<file path="src/rtl/frame_stream_gen.sv">
// frame_stream_gen
// Pixel-stream source for the image-processing pipeline. Generates complete
// frames as a vsync/href/clken/24-bit RGB stream with programmable geometry
// and selectable test patterns. Every output is flop-driven.
//
// Ports:
//   clk          clock
//   reset_n      asynchronous active-low reset
//   en           run request, sampled only at frame boundaries
//   mode         0 colour bars, 1 gradient, 2 {y,x} counter, 3 solid
//   solid_rgb    colour for mode 3
//   stall        downstream backpressure; freezes generation while high
//   frame_vsync  high during the VSYNC lines (including their blanking)
//   frame_href   high during active pixels of active lines
//   frame_clken  pixel valid (href gated by the previously sampled stall)
//   frame_data   {R,G,B}; 0 when frame_clken is low
//   frame_done   one-cycle pulse after the last active pixel of a frame
//   busy         high in every state except IDLE
module frame_stream_gen #(
   parameter int unsigned H_ACTIVE    = 640,
   parameter int unsigned H_BLANK     = 160,
   parameter int unsigned V_ACTIVE    = 480,
   parameter int unsigned VSYNC_LINES = 2,
   parameter int unsigned V_BACK      = 8
) (
   input  logic        clk,
   input  logic        reset_n,
   input  logic        en,
   input  logic [1:0]  mode,
   input  logic [23:0] solid_rgb,
   input  logic        stall,
   output logic        frame_vsync,
   output logic        frame_href,
   output logic        frame_clken,
   output logic [23:0] frame_data,
   output logic        frame_done,
   output logic        busy
);

   localparam logic [11:0] PX_LAST = 12'(H_ACTIVE + H_BLANK - 1);
   localparam logic [11:0] LN_LAST = 12'(VSYNC_LINES + V_BACK + V_ACTIVE - 1);
   localparam logic [11:0] LN_VB0  = 12'(VSYNC_LINES);
   localparam logic [11:0] LN_ACT0 = 12'(VSYNC_LINES + V_BACK);
   localparam logic [11:0] H_ACT   = 12'(H_ACTIVE);
   localparam logic [11:0] X_LAST  = 12'(H_ACTIVE - 1);
   localparam logic [11:0] BAR_W   = 12'(H_ACTIVE / 8);

   typedef enum logic [1:0] {
      IDLE   = 2'd0,
      VSYNC  = 2'd1,
      VBACK  = 2'd2,
      ACTIVE = 2'd3
   } state_t;

   state_t      state_q, state_d;
   logic [11:0] ln_q, ln_d;
   logic [11:0] px_q, px_d;
   logic [1:0]  mode_q;
   logic [23:0] solid_q;
   logic        latch;
   logic        adv;

   logic        vsync_d, href_d, clken_d, done_d, busy_d;
   logic [23:0] data_d;
   logic        act_pix;
   logic [11:0] x, y;
   logic [2:0]  bar;
   logic [23:0] pattern;

   function automatic state_t line_state(input logic [11:0] l);
      if (l < LN_VB0)       return VSYNC;
      else if (l < LN_ACT0) return VBACK;
      else                  return ACTIVE;
   endfunction

   // Next position / state. Only a non-stalled cycle outside IDLE advances.
   always_comb begin
      state_d = state_q;
      ln_d    = ln_q;
      px_d    = px_q;
      latch   = 1'b0;
      adv     = 1'b0;
      if (state_q == IDLE) begin
         if (en) begin
            state_d = VSYNC;
            ln_d    = '0;
            px_d    = '0;
            latch   = 1'b1;
         end
      end else if (!stall) begin
         adv = 1'b1;
         if (px_q == PX_LAST) begin
            px_d = '0;
            if (ln_q == LN_LAST) begin
               ln_d = '0;
               if (en) begin
                  state_d = VSYNC;
                  latch   = 1'b1;
               end else begin
                  state_d = IDLE;
               end
            end else begin
               ln_d    = ln_q + 12'd1;
               state_d = line_state(ln_q + 12'd1);
            end
         end else begin
            px_d = px_q + 12'd1;
         end
      end
   end

   // Outputs are computed from the next position so that they appear on the
   // same edge as the counters. The shadow mode is safe to use directly: a
   // re-latch always lands in VSYNC where no pixel data is emitted.
   always_comb begin
      x   = px_d;
      y   = ln_d - LN_ACT0;
      bar = 3'(x / BAR_W);
      pattern = '0;
      case (mode_q)
         2'd0: begin
            case (bar)
               3'd0:    pattern = 24'hFFFFFF;
               3'd1:    pattern = 24'hFFFF00;
               3'd2:    pattern = 24'h00FFFF;
               3'd3:    pattern = 24'h00FF00;
               3'd4:    pattern = 24'hFF00FF;
               3'd5:    pattern = 24'hFF0000;
               3'd6:    pattern = 24'h0000FF;
               default: pattern = 24'h000000;
            endcase
         end
         2'd1:    pattern = {3{x[7:0]}};
         2'd2:    pattern = {y, x};
         default: pattern = solid_q;
      endcase

      act_pix = (state_d == ACTIVE) && (px_d < H_ACT);
      busy_d  = (state_d != IDLE);

      if ((state_q == IDLE) || !stall) begin
         vsync_d = (state_d == VSYNC);
         href_d  = act_pix;
         clken_d = act_pix;
         data_d  = act_pix ? pattern : '0;
         done_d  = adv && (ln_q == LN_LAST) && (px_q == X_LAST);
      end else begin
         vsync_d = frame_vsync;
         href_d  = frame_href;
         clken_d = 1'b0;
         data_d  = '0;
         done_d  = 1'b0;
      end
   end

   always_ff @(posedge clk or negedge reset_n) begin
      if (!reset_n) begin
         state_q     <= IDLE;
         ln_q        <= '0;
         px_q        <= '0;
         mode_q      <= '0;
         solid_q     <= '0;
         frame_vsync <= 1'b0;
         frame_href  <= 1'b0;
         frame_clken <= 1'b0;
         frame_data  <= '0;
         frame_done  <= 1'b0;
         busy        <= 1'b0;
      end else begin
         state_q     <= state_d;
         ln_q        <= ln_d;
         px_q        <= px_d;
         if (latch) begin
            mode_q  <= mode;
            solid_q <= solid_rgb;
         end
         frame_vsync <= vsync_d;
         frame_href  <= href_d;
         frame_clken <= clken_d;
         frame_data  <= data_d;
         frame_done  <= done_d;
         busy        <= busy_d;
      end
   end

endmodule

</file>
<file path="config.mk">
export PLATFORM = sky130hd
export DESIGN_NAME = frame_stream_gen
export DESIGN_NICKNAME = d
export VERILOG_FILES = /design/src/rtl/frame_stream_gen.sv
export SDC_FILE = /design/constraint.sdc
export NUM_CORES = 1
export LEC_CHECK = 0
export BUFFER_PORTS_ARGS = -buffer_cell sky130_fd_sc_hd__buf_2
export CAP_MARGIN = 20
export CORE_UTILIZATION = 58
export DETAILED_ROUTE_END_ITERATION = 12
export GPL_TIMING_DRIVEN = 0
export PLACE_DENSITY = 0.8
export SETUP_SLACK_MARGIN = 0.1
export SLEW_MARGIN = 20
export SYNTH_ARGS = -nofsm -noshare
export SYNTH_HDL_FRONTEND = slang
export SYNTH_SLANG_ARGS = --single-unit
export TNS_END_PERCENT = 20
</file>
<file path="constraint.sdc">
create_clock -name clk -period 4.4 [get_ports clk]
set_input_delay 0.22 -clock clk [delete_from_list [all_inputs] [get_ports clk]]
set_output_delay 0.22 -clock clk [all_outputs]
set_load 0.02 [all_outputs]
</file>
==> results of run 1 <==
[repair_timing]
action / in CTS / in global routing
hold buffers: 1 / 0
gates resized for setup: 0 / 19
pin swaps: 1 / 6
buffers inserted: 1 / 15
setup endpoints to repair: 5 / 18
endpoints found under the hold margin: 37 / 0
[critical path, delay by kind of cell, from the launching register on]
kind,cells,cell delay [ns]
buf+inv,3,0.46
fa+ha+maj,2,0.65
flops,1,0.36
simple gates,3,1.13
compound gates,6,1.46
[power by group]
group | leakage [nW] | switching (mW) | internal (mW) | total (mW)
sequential | 1.06 | 0.0714 | 0.850 | 0.922
clock | 0.0847 | 0.293 | 0.263 | 0.557
combinational | 1.41 | 0.339 | 0.235 | 0.574
total | 2.55 | 0.704 | 1.35 | 2.05
[kinds of logic (layout without fill, tap and decap cells)]
family | after synthesis | in the layout
compound gates | 144 | 144
xor+xnor | 19 | 19
fa+ha+maj | 8 | 8
buf+inv | 54 | 146
flops | 81 | 81
mux | 43 | 43
simple gates | 149 | 149
[synthesized netlist by cell type (all sizes together), types with 11 or more instances]
cell type and number:
nand2 29, nor3 14, nor4 11, inv 21, xnor2 13, mux2i 16, clkbuf 25, o21ai 30
a21oi 43, mux2 27, dfrtp 81, nand3 18, nor2 30
[path summary, 6_finish.rpt]
kind / from / endpoint
setup / recovery: px_q[7]$_DFF_PN0_ / frame_data[23]$_DFF_PN0_
hold / removal: solid_rgb[21] / solid_q[21]$_DFFE_PN0P_
setup reg to reg: px_q[7]$_DFF_PN0_ / frame_data[23]$_DFF_PN0_
hold reg to reg: solid_q[5]$_DFFE_PN0P_ / solid_q[5]$_DFFE_PN0P_
max in group asynchronous: reset_n / solid_q[10]$_DFFE_PN0P_
min in group asynchronous: reset_n / frame_href$_DFFE_PN0P_
[registers in the layout, summed over array words and instances, names as in the netlist]
register	count
solid_q	24
frame_vsync	1
px_q	12
frame_done	1
busy	1
frame_data	24
frame_href	1
state_q	2
mode_q	2
ln_q	12
frame_clken	1
[area by class of cell]
| cell class | count | area, um^2 |
|---|---|---|
| repair buffers | 76 | 442.9 |
| clock buffers | 10 | 127.6 |
| fillers | 596 | 2248 |
| multi-input cells | 363 | 2585 |
| well taps | 102 | 127.6 |
| plain buffers | 32 | 131.4 |
| clock inverters | 6 | 68.82 |
| inverters | 22 | 88.84 |
| flip-flops and latches | 81 | 2027 |
[per-stage QoR]
stage,hold slack (ns),util
2_1_floorplan,-0.07559,-
3_3_place_gp,0.4543,0.6594
3_5_place_dp,0.2224,0.6623
4_1_cts,0.07658,0.6896
5_1_grt,0.07266,0.7135
6_report,0.08029,0.7135
[routing by layer]
metal	track usage	share of wire	vias up
li1	-	-	2027
met5	0	0.00083	-
met3	0.07307	0.080	52
met4	0.1315	0.033	2
met2	0.5025	0.47	262
met1	0.4191	0.42	2129
==> run_results.csv, run 1 <==
group,metric,value,unit
timing,achievable-frequency,239.7,MHz
timing,fin_worst_skew,0.01367,ns
synthesis,synth_adder_area_share,0.01946,
critical_path,critPathMaxFanout,9,
run_status,status,"complete, no violations",
die,placeableCoreArea,7848,um^2
timing,post_route_minimum_period,4.172,ns
synthesis,post_synth_instance_area,4757,um^2
synthesis,yosys.area.top_type_share,0.4261,
grt,grt_remaining_overflow,0,
pwr,power_leakage,2.547,nW
hold_path,min_delay_path_depth,2,
critical_path,regToRegSetupSlack,0.23,ns
critical_path,worstSetupStartpointType,"register",
critical_path,critPathSlowestCell,"sky130_fd_sc_hd__or4b_4",
critical_path,cp_cell_sequence,"buf_2, or4b_4, o31ai_4, buf_4, o22ai_2, a21oi_4, inv_4, maj3_2, o32ai_2, nor4_4, maj3_2, o21a_1, or4_1, a221oi_4",
clock_tree,cts_max_level,3,
timing,unrepaired_setup_endpoints_after_global_routing,"false",
drt,route.detailed.wl_per_inst,19.10,um
die,die_h,92.57,um
synthesis,muxShareOfSynthArea,0.09758,
synthesis,ys_top_cells_by_area,"sky130_fd_sc_hd__dfrtp_1, sky130_fd_sc_hd__mux2_2, sky130_fd_sc_hd__a21oi_1",
drt,detail-route-antenna-nets,0,
cells_and_area,layout.cells.most_common_list,"sky130_fd_sc_hd__dfrtp_1, sky130_fd_sc_hd__buf_2, sky130_fd_sc_hd__a21oi_1",
critical_path,timing.setup.critical_path_class,"register to register",
critical_path,setup.worst_path.end_class,"register",
timing,maxSlewViolCount,0,
drt,dr.pass1.iters,6,
critical_path,rr_worst_depth,14,
clock_tree,cts_inserted_buffers,9,
cells_and_area,fin_nets,619,
synthesis,syn_nets,532,
grt,grt_max_degree,45,
synthesis,synth.ff_latch_count,81,
timing,tns,0,ns
timing,tightest_slew,0.9966,ns
die,dieWidth,92.57,um
clock_tree,cts_max_path_buffers,2,
critical_path,required,4.66,ns
grt,globalRouteTotalUtil,0.3171,
critical_path,cp_slowest_stage_delay,0.54,ns
grt,grt_antenna_before_repair,1,
cells_and_area,finalNonFillerCells,692,
placed_design,placed_instances,659,
grt,first_global_vias,4195,
flow_run,drv_cap,0,
clock_tree,clk-insertion-delay-late,0.37,ns
drt,drc_errors,0,
cells_and_area,antenna_diode_count,0,
pwr,post-layout-total-power,2.052,mW
cells_and_area,final_area,5599,um^2
timing,max_slew_headroom_at_the_worst_pin,0.3299,
timing,finalHoldViolCount,0,
die,top_level_ports,59,
cells_and_area,layout-area-overhead-vs-synth,17.70,%
synthesis,synth_enable_flop_cells,0,
timing,setup_viol,0,
synthesis,syn_avg_cell_area,9.552,um^2
critical_path,timing.critical_path.arrival,4.43,ns
pwr,vdd.ir_drop.worst,0.3241,mV
synthesis,synth_area_in_compound_gates,0.2052,
synthesis,synth_cell_types,69,
timing,timing.final.ws_setup,0.2276,ns
synthesis,synth-simple-area-share,0.1718,
placed_design,pre_cts_slack,0.1309,ns
clock_tree,cts_root_buffer,"sky130_fd_sc_hd__clkbuf_8",
hold_path,worst_hold_path_type,"input port to register",
synthesis,synth_largest_area_cell,"sky130_fd_sc_hd__dfrtp_1",
drt,route.detailed.vias_per_inst,6.462,
pwr,powerDensity,366.6,nW/um^2
synthesis,ys_dominant_reg_cell,"sky130_fd_sc_hd__dfrtp_1",
die,fp-row-count,32,
placed_design,placed_cell_area,5197,um^2
die,floorplan.die_area,8568,um^2
placed_design,place_congestion,0.9119,
placed_design,place.detailed.hpwl,9.260,mm
clock_tree,clkTransAtPathRegs,0.09,ns
placed_design,port_buffers,58,
drt,totalWireLength,13.22,mm
critical_path,critPathMostFrequentCell,"sky130_fd_sc_hd__maj3_2",
synthesis,ys_warn_count,0,
drt,route.vias.total,4472,
clock_tree,clock-sinks,81,
clock_tree,cts_tree,"built",
drt,detailedRoute.firstIterationViolations,425,
synthesis,synth-seq-area-share,0.4261,
cells_and_area,layout-drive-gt1-share,0.2610,
grt,grt_pass1_wl,20.76,mm
die,initial_utilization,0.6062,
synthesis,postSynth.asyncResetShare,1.000,
synthesis,synth_top_family_by_area,"compound AO/OA/AOI/OAI gates",
synthesis,xor_and_xnor_area_share_after_synthesis,0.03498,
cells_and_area,mostFrequentLayoutCell,"sky130_fd_sc_hd__dfrtp_1",
timing,final_min_period_over_clock_period,0.9483,
synthesis,synthesis.instances,498,
No activity file was read; power rests on OpenSTA's default activity.
==> run 2: changes to the inputs <==
CELL_PAD_IN_SITES_DETAIL_PLACEMENT = 0   (was default)
CELL_PAD_IN_SITES_GLOBAL_PLACEMENT = 1   (was default)
CORE_UTILIZATION = 45   (was 58)
PLACE_DENSITY = default   (was 0.8)
PLACE_DENSITY_LB_ADDON = 0.1   (was default)
==> run 2 against run 1 <==
Global-route usage fell by 7.3 points. Via count fell by 4.6%. Design area fell by 0.80%. Fmax fell by 0.64%. Sequential power barely moved. Largest power group unchanged. Critical path depth fell by 1.
==> run_results.csv, run 2 (synthesized netlist as in run 1, its figures left out) <==
group,metric,value,unit
clock_tree,cts_tree,"built",
grt,first_global_vias,4103,
timing,maxSlewViolCount,0,
critical_path,worstSetupStartpointType,"register",
cells_and_area,antenna_diode_count,0,
timing,whs,0.08512,ns
timing,achievable-frequency,238.1,MHz
critical_path,critPathMaxFanout,10,
critical_path,critical_path.reg2reg.startpoint,"px_q[7]$_DFF_PN0_",
die,initial_utilization,0.4629,
die,die_h,104.8,um
critical_path,r2r_end,"frame_data[23]$_DFF_PN0_",
cells_and_area,layout-area-overhead-vs-synth,16.75,%
clock_tree,cts_max_level,3,
critical_path,regToRegSetupSlack,0.20,ns
timing,post_route_minimum_period,4.199,ns
hold_path,min_delay_path_depth,2,
placed_design,place_congestion,0.8628,
drt,totalWireLength,12.90,mm
timing,tns,0,ns
pwr,powerDensity,371.3,nW/um^2
drt,detailedRoute.firstIterationViolations,225,
cells_and_area,reg_top3,"frame_data: 24 flops, solid_q: 24 flops",
die,placeableCoreArea,10280,um^2
drt,dr.pass1.iters,4,
timing,setup_viol,0,
placed_design,port_buffers,58,
die,dieWidth,104.8,um
clock_tree,clock-sinks,81,
critical_path,setup.worst_path.end_class,"register",
cells_and_area,layout-drive-gt1-share,0.2397,
drt,drc_errors,0,
flow_run,drv_cap,0,
die,top_level_ports,59,
placed_design,placed_cell_area,5248,um^2
grt,globalRouteTotalUtil,0.2440,
cells_and_area,layout.cells.most_common_list,"sky130_fd_sc_hd__dfrtp_1, sky130_fd_sc_hd__buf_2, sky130_fd_sc_hd__a21oi_1",
timing,unrepaired_setup_endpoints_after_global_routing,"false",
timing,finalHoldViolCount,0,
drt,route.detailed.wl_per_inst,17.92,um
drt,route.detailed.vias_per_inst,5.924,
hold_path,worst_hold_path_type,"input port to register",
critical_path,required,4.64,ns
timing,tightest_slew,0.8685,ns
grt,grt_remaining_overflow,0,
clock_tree,cts_root_buffer,"sky130_fd_sc_hd__clkbuf_8",
pwr,vdd.ir_drop.worst,0.2005,mV
cells_and_area,mostFrequentLayoutCell,"sky130_fd_sc_hd__dfrtp_1",
cells_and_area,fin_nets,613,
timing,final_min_period_over_clock_period,0.9544,
drt,route.vias.total,4265,
placed_design,place.detailed.hpwl,9.399,mm
grt,grt_max_degree,61,
clock_tree,clkTransAtPathRegs,0.09,ns
hold_path,hold_path_startpoint,"solid_rgb[22]",
clock_tree,clk-insertion-delay-late,0.36,ns
cells_and_area,final_area,5554,um^2
timing,max_slew_headroom_at_the_worst_pin,0.4165,
run_status,status,"complete, no violations",
critical_path,rr_worst_depth,13,
grt,grt_pass1_wl,20.89,mm
die,floorplan.die_area,10990,um^2
timing,fin_worst_skew,0.003508,ns
drt,detail-route-antenna-nets,0,
hold_path,hold_end,"solid_q[22]$_DFFE_PN0P_",
clock_tree,cts_max_path_buffers,2,
die,fp-row-count,37,
clock_tree,cts_inserted_buffers,9,
pwr,power_leakage,2.541,nW
critical_path,timing.setup.critical_path_class,"register to register",
grt,grt_antenna_before_repair,0,
critical_path,timing.critical_path.arrival,4.44,ns
==> run 2: cell count changes in the layout (fill, tap and decap cells not counted), sizes merged <==
cell and change:
buf -7, inv +4, clkinvlp -5, clkinv +2
==> run 2: worst max-delay path by stage <==
stage	from	end	slack [ns]
after CTS	px_q[0]$_DFF_PN0_	frame_data[23]$_DFF_PN0_	0.06
after global routing	ln_q[1]$_DFF_PN0_	frame_data[23]$_DFF_PN0_	0.10
after detailed placement	px_q[0]$_DFF_PN0_	frame_data[23]$_DFF_PN0_	0.09
after floorplan	px_q[7]$_DFF_PN0_	frame_data[23]$_DFF_PN0_	0.75
final	px_q[7]$_DFF_PN0_	frame_data[23]$_DFF_PN0_	0.20
after global placement	px_q[0]$_DFF_PN0_	frame_data[3]$_DFF_PN0_	0.11
==> run 2: metal layers <==
layer,up-vias,track usage,share of wire
li1,2015,-,-
met1,2090,0.3309,0.46
met2,137,0.3921,0.47
met3,23,0.04055,0.049
met4,0,0.09155,0.021
met5,-,0,0
==> run 2: cell type report <==
cell class	instances	area, um^2
buffer	32	130.1
clock buffer	9	123.9
sequential	81	2027
inverter	22	85.08
clock inverter	7	85.08
fill	992	4723
multi-input combinational	363	2530
timing repair buffer	70	402.9
tap	136	170.2
==> run 2: where the power goes <==
| group | total (mW) | internal (mW) | switching (mW) | leakage [nW] |
|---|---|---|---|---|
| clock | 0.572 | 0.274 | 0.298 | 0.107 |
| sequential | 0.920 | 0.850 | 0.0700 | 1.06 |
| combinational | 0.570 | 0.233 | 0.337 | 1.38 |
| total | 2.06 | 1.36 | 0.705 | 2.54 |
==> run 2: worst max-delay path, cell delays in order, from the launching register on <==
cell	delay [ns]
sky130_fd_sc_hd__dfrtp_1	0.36
sky130_fd_sc_hd__buf_2	0.17
sky130_fd_sc_hd__or4b_4	0.54
sky130_fd_sc_hd__o31ai_4	0.36
sky130_fd_sc_hd__buf_4	0.17
sky130_fd_sc_hd__a21oi_1	0.04
sky130_fd_sc_hd__a21oi_2	0.40
sky130_fd_sc_hd__o21ai_0	0.21
sky130_fd_sc_hd__o32ai_2	0.39
sky130_fd_sc_hd__nor4_4	0.11
sky130_fd_sc_hd__maj3_2	0.32
sky130_fd_sc_hd__o21a_1	0.20
sky130_fd_sc_hd__or4_1	0.43
sky130_fd_sc_hd__a221oi_2	0.36
==> run 2: repair_timing <==
action	CTS	global route
endpoints found under the hold margin	21	0
hold buffers	1	0
setup endpoints to repair	7	16
buffers inserted	1	8
resized for setup	0	4
pin swaps	1	4
==> run 2: through the flow <==
step                total power [mW]  cells  setup WS (ns)    util
finish                         2.062    720         0.2008  0.5404
global route                   2.184    720         0.1016  0.5404
CTS                            2.069    711        0.06441  0.5326
detailed placement             1.485    693        0.08856  0.5106
global placement               1.473    692         0.1084  0.5077
floorplan                      1.313    498         0.7517       -
